[src/rtl/barrett_corr_seq.sv]
// Limb-serial final correction for Barrett reduction: repeatedly subtracts q from x
// (at most MAXSUB times) through one shared WBITS-wide subtract-with-borrow slice.
module barrett_corr_seq #(
    parameter int NBITS  = 256,
    parameter int WBITS  = 64,
    parameter int MAXSUB = 2
) (
    input  logic                           clk,
    input  logic                           rst_n,
    input  logic                           in_valid,
    output logic                           in_ready,
    input  logic [NBITS-1:0]               x,
    input  logic [NBITS-1:0]               q,
    output logic                           out_valid,
    input  logic                           out_ready,
    output logic [NBITS-1:0]               y,
    output logic [$clog2(MAXSUB+1)-1:0]    nsub
);

    localparam int LIMBS = NBITS / WBITS;
    localparam int NSW   = $clog2(MAXSUB + 1);
    localparam int LW    = (LIMBS > 1) ? $clog2(LIMBS) : 1;

    if (NBITS % WBITS != 0) begin : g_bad_limb_width
        $error("barrett_corr_seq: NBITS must be a multiple of WBITS");
    end

    typedef enum logic [1:0] {
        S_IDLE,
        S_SUB,
        S_CHK,
        S_DONE
    } state_t;

    state_t             state_q,     state_d;
    logic [NBITS-1:0]   xr_q,        xr_d;
    logic [NBITS-1:0]   qr_q,        qr_d;
    logic [NBITS-1:0]   dr_q,        dr_d;
    logic               borrow_q,    borrow_d;
    logic [LW-1:0]      limb_q,      limb_d;
    logic [NSW-1:0]     pass_q,      pass_d;
    logic [NBITS-1:0]   y_q,         y_d;
    logic [NSW-1:0]     nsub_q,      nsub_d;
    logic               out_valid_q, out_valid_d;
    logic               in_ready_q,  in_ready_d;

    logic [WBITS-1:0]   a_limb;
    logic [WBITS-1:0]   b_limb;
    logic [WBITS:0]     diff;
    logic [NSW-1:0]     pass_inc;
    logic               last_pass;

    always_comb begin
        state_d     = state_q;
        xr_d        = xr_q;
        qr_d        = qr_q;
        dr_d        = dr_q;
        borrow_d    = borrow_q;
        limb_d      = limb_q;
        pass_d      = pass_q;
        y_d         = y_q;
        nsub_d      = nsub_q;
        out_valid_d = out_valid_q;
        in_ready_d  = in_ready_q;

        // The shared slice: one limb of x_r - q_r - borrow, borrow out in bit WBITS.
        a_limb    = xr_q[limb_q*WBITS +: WBITS];
        b_limb    = qr_q[limb_q*WBITS +: WBITS];
        diff      = {1'b0, a_limb} - {1'b0, b_limb} - {{WBITS{1'b0}}, borrow_q};
        pass_inc  = pass_q + NSW'(1);
        last_pass = (pass_inc == NSW'(MAXSUB));

        case (state_q)
            S_IDLE: begin
                if (in_valid && in_ready_q) begin
                    xr_d       = x;
                    qr_d       = q;
                    pass_d     = '0;
                    limb_d     = '0;
                    borrow_d   = 1'b0;
                    in_ready_d = 1'b0;
                    state_d    = S_SUB;
                end
            end
            S_SUB: begin
                dr_d[limb_q*WBITS +: WBITS] = diff[WBITS-1:0];
                borrow_d = diff[WBITS];
                if (limb_q == LW'(LIMBS - 1)) begin
                    state_d = S_CHK;
                end else begin
                    limb_d = limb_q + LW'(1);
                end
            end
            S_CHK: begin
                // A final borrow means x_r < q_r, so the (wrapped) difference is discarded.
                if (!borrow_q) begin
                    xr_d   = dr_q;
                    pass_d = pass_inc;
                end
                if (borrow_q || last_pass) begin
                    y_d         = borrow_q ? xr_q : dr_q;
                    nsub_d      = borrow_q ? pass_q : pass_inc;
                    out_valid_d = 1'b1;
                    state_d     = S_DONE;
                end else begin
                    limb_d   = '0;
                    borrow_d = 1'b0;
                    state_d  = S_SUB;
                end
            end
            S_DONE: begin
                if (out_ready) begin
                    out_valid_d = 1'b0;
                    in_ready_d  = 1'b1;
                    state_d     = S_IDLE;
                end
            end
            default: begin
                state_d     = S_IDLE;
                out_valid_d = 1'b0;
                in_ready_d  = 1'b1;
            end
        endcase
    end

    always_ff @(posedge clk or negedge rst_n) begin
        if (!rst_n) begin
            state_q     <= S_IDLE;
            xr_q        <= '0;
            qr_q        <= '0;
            dr_q        <= '0;
            borrow_q    <= 1'b0;
            limb_q      <= '0;
            pass_q      <= '0;
            y_q         <= '0;
            nsub_q      <= '0;
            out_valid_q <= 1'b0;
            in_ready_q  <= 1'b1;
        end else begin
            state_q     <= state_d;
            xr_q        <= xr_d;
            qr_q        <= qr_d;
            dr_q        <= dr_d;
            borrow_q    <= borrow_d;
            limb_q      <= limb_d;
            pass_q      <= pass_d;
            y_q         <= y_d;
            nsub_q      <= nsub_d;
            out_valid_q <= out_valid_d;
            in_ready_q  <= in_ready_d;
        end
    end

    assign in_ready  = in_ready_q;
    assign out_valid = out_valid_q;
    assign y         = y_q;
    assign nsub      = nsub_q;

endmodule

[config.mk]
export PLATFORM = sky130hd
export DESIGN_NAME = barrett_corr_seq
export DESIGN_NICKNAME = d
export VERILOG_FILES = /design/src/rtl/barrett_corr_seq.sv
export SDC_FILE = /design/constraint.sdc
export NUM_CORES = 2
export LEC_CHECK = 0
export CORE_MARGIN = 5
export CORE_UTILIZATION = 35
export CTS_BUF_LIST = sky130_fd_sc_hd__clkbuf_16
export DETAILED_ROUTE_END_ITERATION = 6
export GPL_TIMING_DRIVEN = 1
export HOLD_SLACK_MARGIN = 0.15
export PLACE_DENSITY = 0.53
export SYNTH_ARGS = -nofsm -noshare
export SYNTH_HDL_FRONTEND = slang
export SYNTH_SLANG_ARGS = --single-unit
[constraint.sdc]
create_clock -name clk -period 6.8 [get_ports clk]
set_input_delay 1.7 -clock clk [delete_from_list [all_inputs] [get_ports clk]]
set_output_delay 1.7 -clock clk [all_outputs]
set_load 0.01 [all_outputs]
Word-level counts from Yosys, hierarchy flattened
Index checks and enable logic that the tools add are counted.
{ "classes": {"addsub": 5, "n_eq_ne": 11, "shift": 4, "mux": 23, "n_reduce_logical": 15} }
{ "ops": {"columns": ["op", "n"], "rows": [
  ["256-bit two-way mux", 2],
  ["256-bit one-hot mux with 2 select lines", 1],
  ["256-bit by 9-bit indexed part select with 64-bit output", 2],
  ["256-bit bitwise mux", 1],
  ["64-bit by 34-bit variable shift with 256-bit output (first input constant)", 1],
  ["64-bit by 34-bit indexed part select with 256-bit output", 1],
  ["64-bit by 64-bit subtractor with 65-bit output", 1],
  ["65-bit by 1-bit subtractor with 65-bit output", 1],
  ["8-bit negator with 34-bit output", 1],
  ["2-bit two-way mux", 8],
  ["2-bit != test (second input constant)", 6],
  ["3-bit AND reduction", 4],
  ["2-bit == test (second input constant)", 4],
  ["2-bit one-hot mux with 4 select lines", 1],
  ["2-bit one-hot mux with 3 select lines", 1],
  ["2-bit AND reduction", 3],
  ["2-bit nonzero test", 3],
  ["1-bit two-way mux", 5],
  ["2-bit by 1-bit adder with 2-bit output (second input constant)", 2],
  ["1-bit one-hot mux with 2 select lines", 2],
  ["2-bit one-hot mux with 2 select lines", 1],
  ["4-bit AND reduction", 1],
  ["1-bit one-hot mux with 3 select lines", 1],
  ["3-bit nonzero test", 1],
  ["other kinds (4)", 4]
]} }
{ "word_totals": {"ff_bits": 1035, "input_bits": 516, "output_inout_bits": 260, "word_cells": 69} }

Depth between registers and ports, before layout
{ "depth": {"word_depth": 5, "depth_mapped": 19, "mapped_depth_nobuf": 15} }

Worst setup path after synthesis
Ideal clock, no wire load.
{ "synth_path": {"path_kind": "register to register", "startpoint": "register limb_q[0]", "endpoint": "register dr_q[126]", "arrival_ns": 5.023, "required_ns": 6.679, "path_slack_ns": 1.656, "path_stages_with_launch": 19, "path_buffers": 3, "synth_period_minus_slack_ns": 5.144, "cell_sequence": "dfrtp_1 buf_4 clkbuf_1 buf_1 mux4_2 inv_1 fa_1 inv_1 fa_1 and2_0 o21ai_0 a22oi_1 o31a_1 a31o_2 o41ai_2 a31oi_1 o41ai_1 xnor2_1 a22o_1"} }
{ "synth_via": {"elab_chain_cells": 5, "elab_cells_between_ends": 8, "classes_between": "3 x add/sub; 4 x shift; 1 x mux"} }
{ "synth_lines": {"columns": ["item", "line", "text"], "rows": [
  ["start: declaration", "40", "logic [LW-1:0] limb_q, limb_d;"],
  ["start signal: assignment", "145", "limb_q <= limb_d;"],
  ["256-bit by 9-bit indexed part select with 64-bit output, on equally long branches", "67, 68", null],
  ["64-bit by 64-bit subtractor with 65-bit output", "69", "diff = {1'b0, a_limb} - {1'b0, b_limb} - {{WBITS{1'b0}}, borrow_q};"],
  ["65-bit by 1-bit subtractor with 65-bit output", "69", null],
  ["64-bit by 34-bit indexed part select with 256-bit output", "86", "dr_d[limb_q*WBITS +: WBITS] = diff[WBITS-1:0];"],
  ["256-bit bitwise mux (*)", "86", null],
  ["end signal: assignment", "143", "dr_q <= dr_d;"],
  ["end: declaration", "38", "logic [NBITS-1:0] dr_q, dr_d;"]
]} }
Mark *: on every way between the ends. The rest lies on a longest branch, timed or not.
A chain may end at the register's enable or synchronous reset.

Worst setup path after layout
{ "layout_path": {"startpoint": "register limb_q[1]", "endpoint": "register dr_q[254]"} }
The elaborated chain is that of the path after synthesis.

==> results.md <==
- CTS root buffer: clkbuf_16
- Final Skew: 0.0280 ns
- Setup WS pre-CTS: 0.708 ns
- RSZ-0062 raised after global routing: no
- Switching share of power: 49.6%
- Tightest Pin Transition: 1.16 ns
- Nets@finish: 6239
- P_sw: 0.0193 W
- DRT iter0 DRCs: 3565
- Worst Setup Start Kind: flop
- Period utilization: 90.0%
- PostCTS Resize Cnt: 0
- Top-area cell type share of the netlist area: 52.3%
- Routed vias/inst: 5.30
- Power Total: 0.0388 W
- Slew headroom: between 20% and 30%
- Via count: 40200
- Clock Tree Buf Depth: 3
- Gate power share: 59.2%
- Synth area leaders: dfrtp_1, nand2_1, mux4_2
- CTS tree: done
- Clk_lat worst skew: 0.74 ns
- Buf/Inv on CP: 2
- I/O pins: 776
- Total CTS buffers: 115
- Post-synthesis sequential area ratio: 52.3%
- Clk sinks: 1035
- WP data required: between 7 and 8 ns
- Status: finished clean
- Most used cell, CP: ha_1
- Drt wl/cell: 25.0 um
- Ys flop type: dfrtp_1
- Fraction of layout cells with a size suffix above 1: a little under 7%
- Worst setup margin: 0.678 ns
- I/O Buffers: 775
- Drt first pass iters: 6
- CORE AREA: 141000 um^2
- Post-Syn Nets: 5617
- Post-CTS setup buffers: 0
- Hpwl dp: 133000 um
- Post-synth top area cell: dfrtp_1
- Critical-path cell list: buf_4 > mux4_2 > ha_1 > inv_1 > ha_1 > a21oi_1 > o21ai_0 > a21boi_0 > o31a_1 > a31o_2 > o41ai_2 > a31oi_1 > o41ai_1 > xnor2_1 > a22o_1
- Die ar.: 149000 um^2
- Seq pwr share: 25.2%
- Row count: 138
- Cell Pwr Density: a little over 600 nW/um^2
- Leakage: between 20 and 30 nW
- Commonest non-fill, non-tap cell in the layout: nand2_1
- GR Overflow Total: 0
- Width of the die: around 390 um
- CP max stage cell: o21ai_0
- Commonest cells after routing, fill and taps aside: nand2_1, dfrtp_1, clkdlybuf4s50_1
- Initial Util: 35.1%
- WL final: ~190000 um
- Int Pwr: 0.0195 W
- Hold WC Path Type: reg2reg
- Peak supply drop: 0.507 mV
- Final Core Density: 44.5%
- Post-Syn Area: between 40000 and 50000 um^2
- Final setup violation count: 0
- Worst-path clk slew: 0.07 ns
- First-pass GRT wire length: 277000 um
- Avg Cell Area, Syn: 9.96 um^2
- Max-slew violation count: 0
- Placement-stage cell area: just under 60000 um^2
- Sum of negative setup slack: 0 ns
- Drc violations: 0
- Ys async rst share: 100%
- Ys Warns: 0
- CP Data Arrival Time: 6.73 ns
- Max frequency: 163 MHz
- EDFF count, synth: 0
- H-Tree Depth: 3
- Crit path max fanout: 36
- GRT Util Overall: 24.8%
- Critical Path End Type: flop
- Hold Violations, Final: 0
- Yosys reg bits: 1035
- Synth unique cells: 68
- Vias in the first global route: approximately 40000
- Antenna violations before repair: 33
- Largest net degree at the start of global routing: around 200
- Period minus WS final: 6.12 ns
- CP max stage delay: 0.71 ns
- Max Cap Violations: 0
- Synthesis-to-layout area growth: 26.8%
- Final Wtd Congestion: 0.861
- Chip Height: 386 um
- Post-Syn Instances: between 4000 and 5000
- Clock Power Share: 15.6%
- CTS Hold Bufs: 0
- Family with the most delay on the worst path: compound AO/OA/AOI/OAI gates
- Finished Cell Area: approximately 63000 um^2
- WS Path Type: reg2reg
- Routed Antenna Nets: 0
-- path summary, 6_finish.rpt --
check,startpoint,depth (start not counted),slack [ns],endpoint
max in group asynchronous,rst_n,2,4.20,borrow_q
worst max register to register,limb_q[1],15,0.68,dr_q[254]
worst min-delay path,qr_q[243],2,0.47,qr_q[243]
worst max-delay path,limb_q[1],15,0.68,dr_q[254]
min in group asynchronous,rst_n,1,1.01,y[149]
worst min register to register,qr_q[243],2,0.47,qr_q[243]
-- cell families after synthesis --
kind of cell / count (synthesis) / synth area share (%)
buffers and inverters: 540 / 4.10
flip-flops: 1035 / 52.3
adder cells (fa/ha/maj): 133 / 3.39
multiplexers: 385 / 11.0
AO/OA/AOI/OAI: 1008 / 13.9
XOR/XNOR: 56 / 0.991
AND/OR/NAND/NOR: 1811 / 14.2
-- worst reg2reg max path: stages (launching register included) --
cell,delay [ns]
dfrtp_4,0.64
buf_4,0.57
mux4_2,0.44
ha_1,0.29
inv_1,0.04
ha_1,0.37
a21oi_1,0.10
o21ai_0,0.71
a21boi_0,0.23
o31a_1,0.24
a31o_2,0.35
o41ai_2,0.69
a31oi_1,0.42
o41ai_1,0.51
xnor2_1,0.19
a22o_1,0.23
-- layer usage --
| layer | part of all wire, % | track usage (%) | up-vias |
|---|---|---|---|
| met4 | 2.1 | 6.03 | 16 |
| li1 | - | - | 18400 |
| met5 | 0.056 | 0 | - |
| met3 | 7.3 | 5.43 | 217 |
| met2 | 45 | 38.3 | 1346 |
| met1 | 46 | 35.8 | 20300 |
-- power groups by stage --
stage               Clock [W]  Sequential (W)  Combinational [W]
floorplan                   0         0.00929             0.0144
CTS                   0.00616         0.00977             0.0229
finish                0.00605         0.00978             0.0230
global route          0.00641          0.0100             0.0249
global placement            0         0.00984             0.0227
detailed placement          0         0.00987             0.0228
-- area by class of cell --
class | count | area, um^2
Fill cell | 13600 | 78300
Sequential cell | 1035 | 25900
Multi-Input combinational cell | 3393 | 21600
Timing Repair Buffer | 836 | 8460
Clock buffer | 118 | 2950
Tap cell | 1890 | 2360
Inverter | 209 | 785
Clock inverter | 93 | 617
Antenna cell | 17 | 42.5
-- flip-flops by register name (all words and copies together), names as in the netlist --
name / count
limb_q: 2
qr_q: 256
xr_q: 256
state_q: 2
in_ready: 1
dr_q: 256
nsub: 2
out_valid: 1
pass_q: 2
borrow_q: 1
y: 256
-- synthesized netlist by cell type (16+ instances only) --
cell,number
a21oi_1,64
dfrtp_1,1034
o21ai_0,341
a21o_1,34
clkbuf_1,298
nor3_1,16
a22o_1,214
nand2_1,1655
ha_1,131
nand3_1,16
xor2_1,21
a22oi_1,257
nor2_1,53
inv_1,208
xnor2_1,35
buf_1,32
mux2i_1,257
mux4_2,128
-- stage by stage --
| step | hold WS (ns) | std cells |
|---|---|---|
| floorplan | 0.440 | 4968 |
| global placement | 0.453 | 7363 |
| detailed placement | 0.459 | 7363 |
| CTS | 0.474 | 7574 |
| global route | 0.489 | 7579 |
| finish | 0.469 | 7591 |
Note: power is estimated with default switching activity, not from simulation.
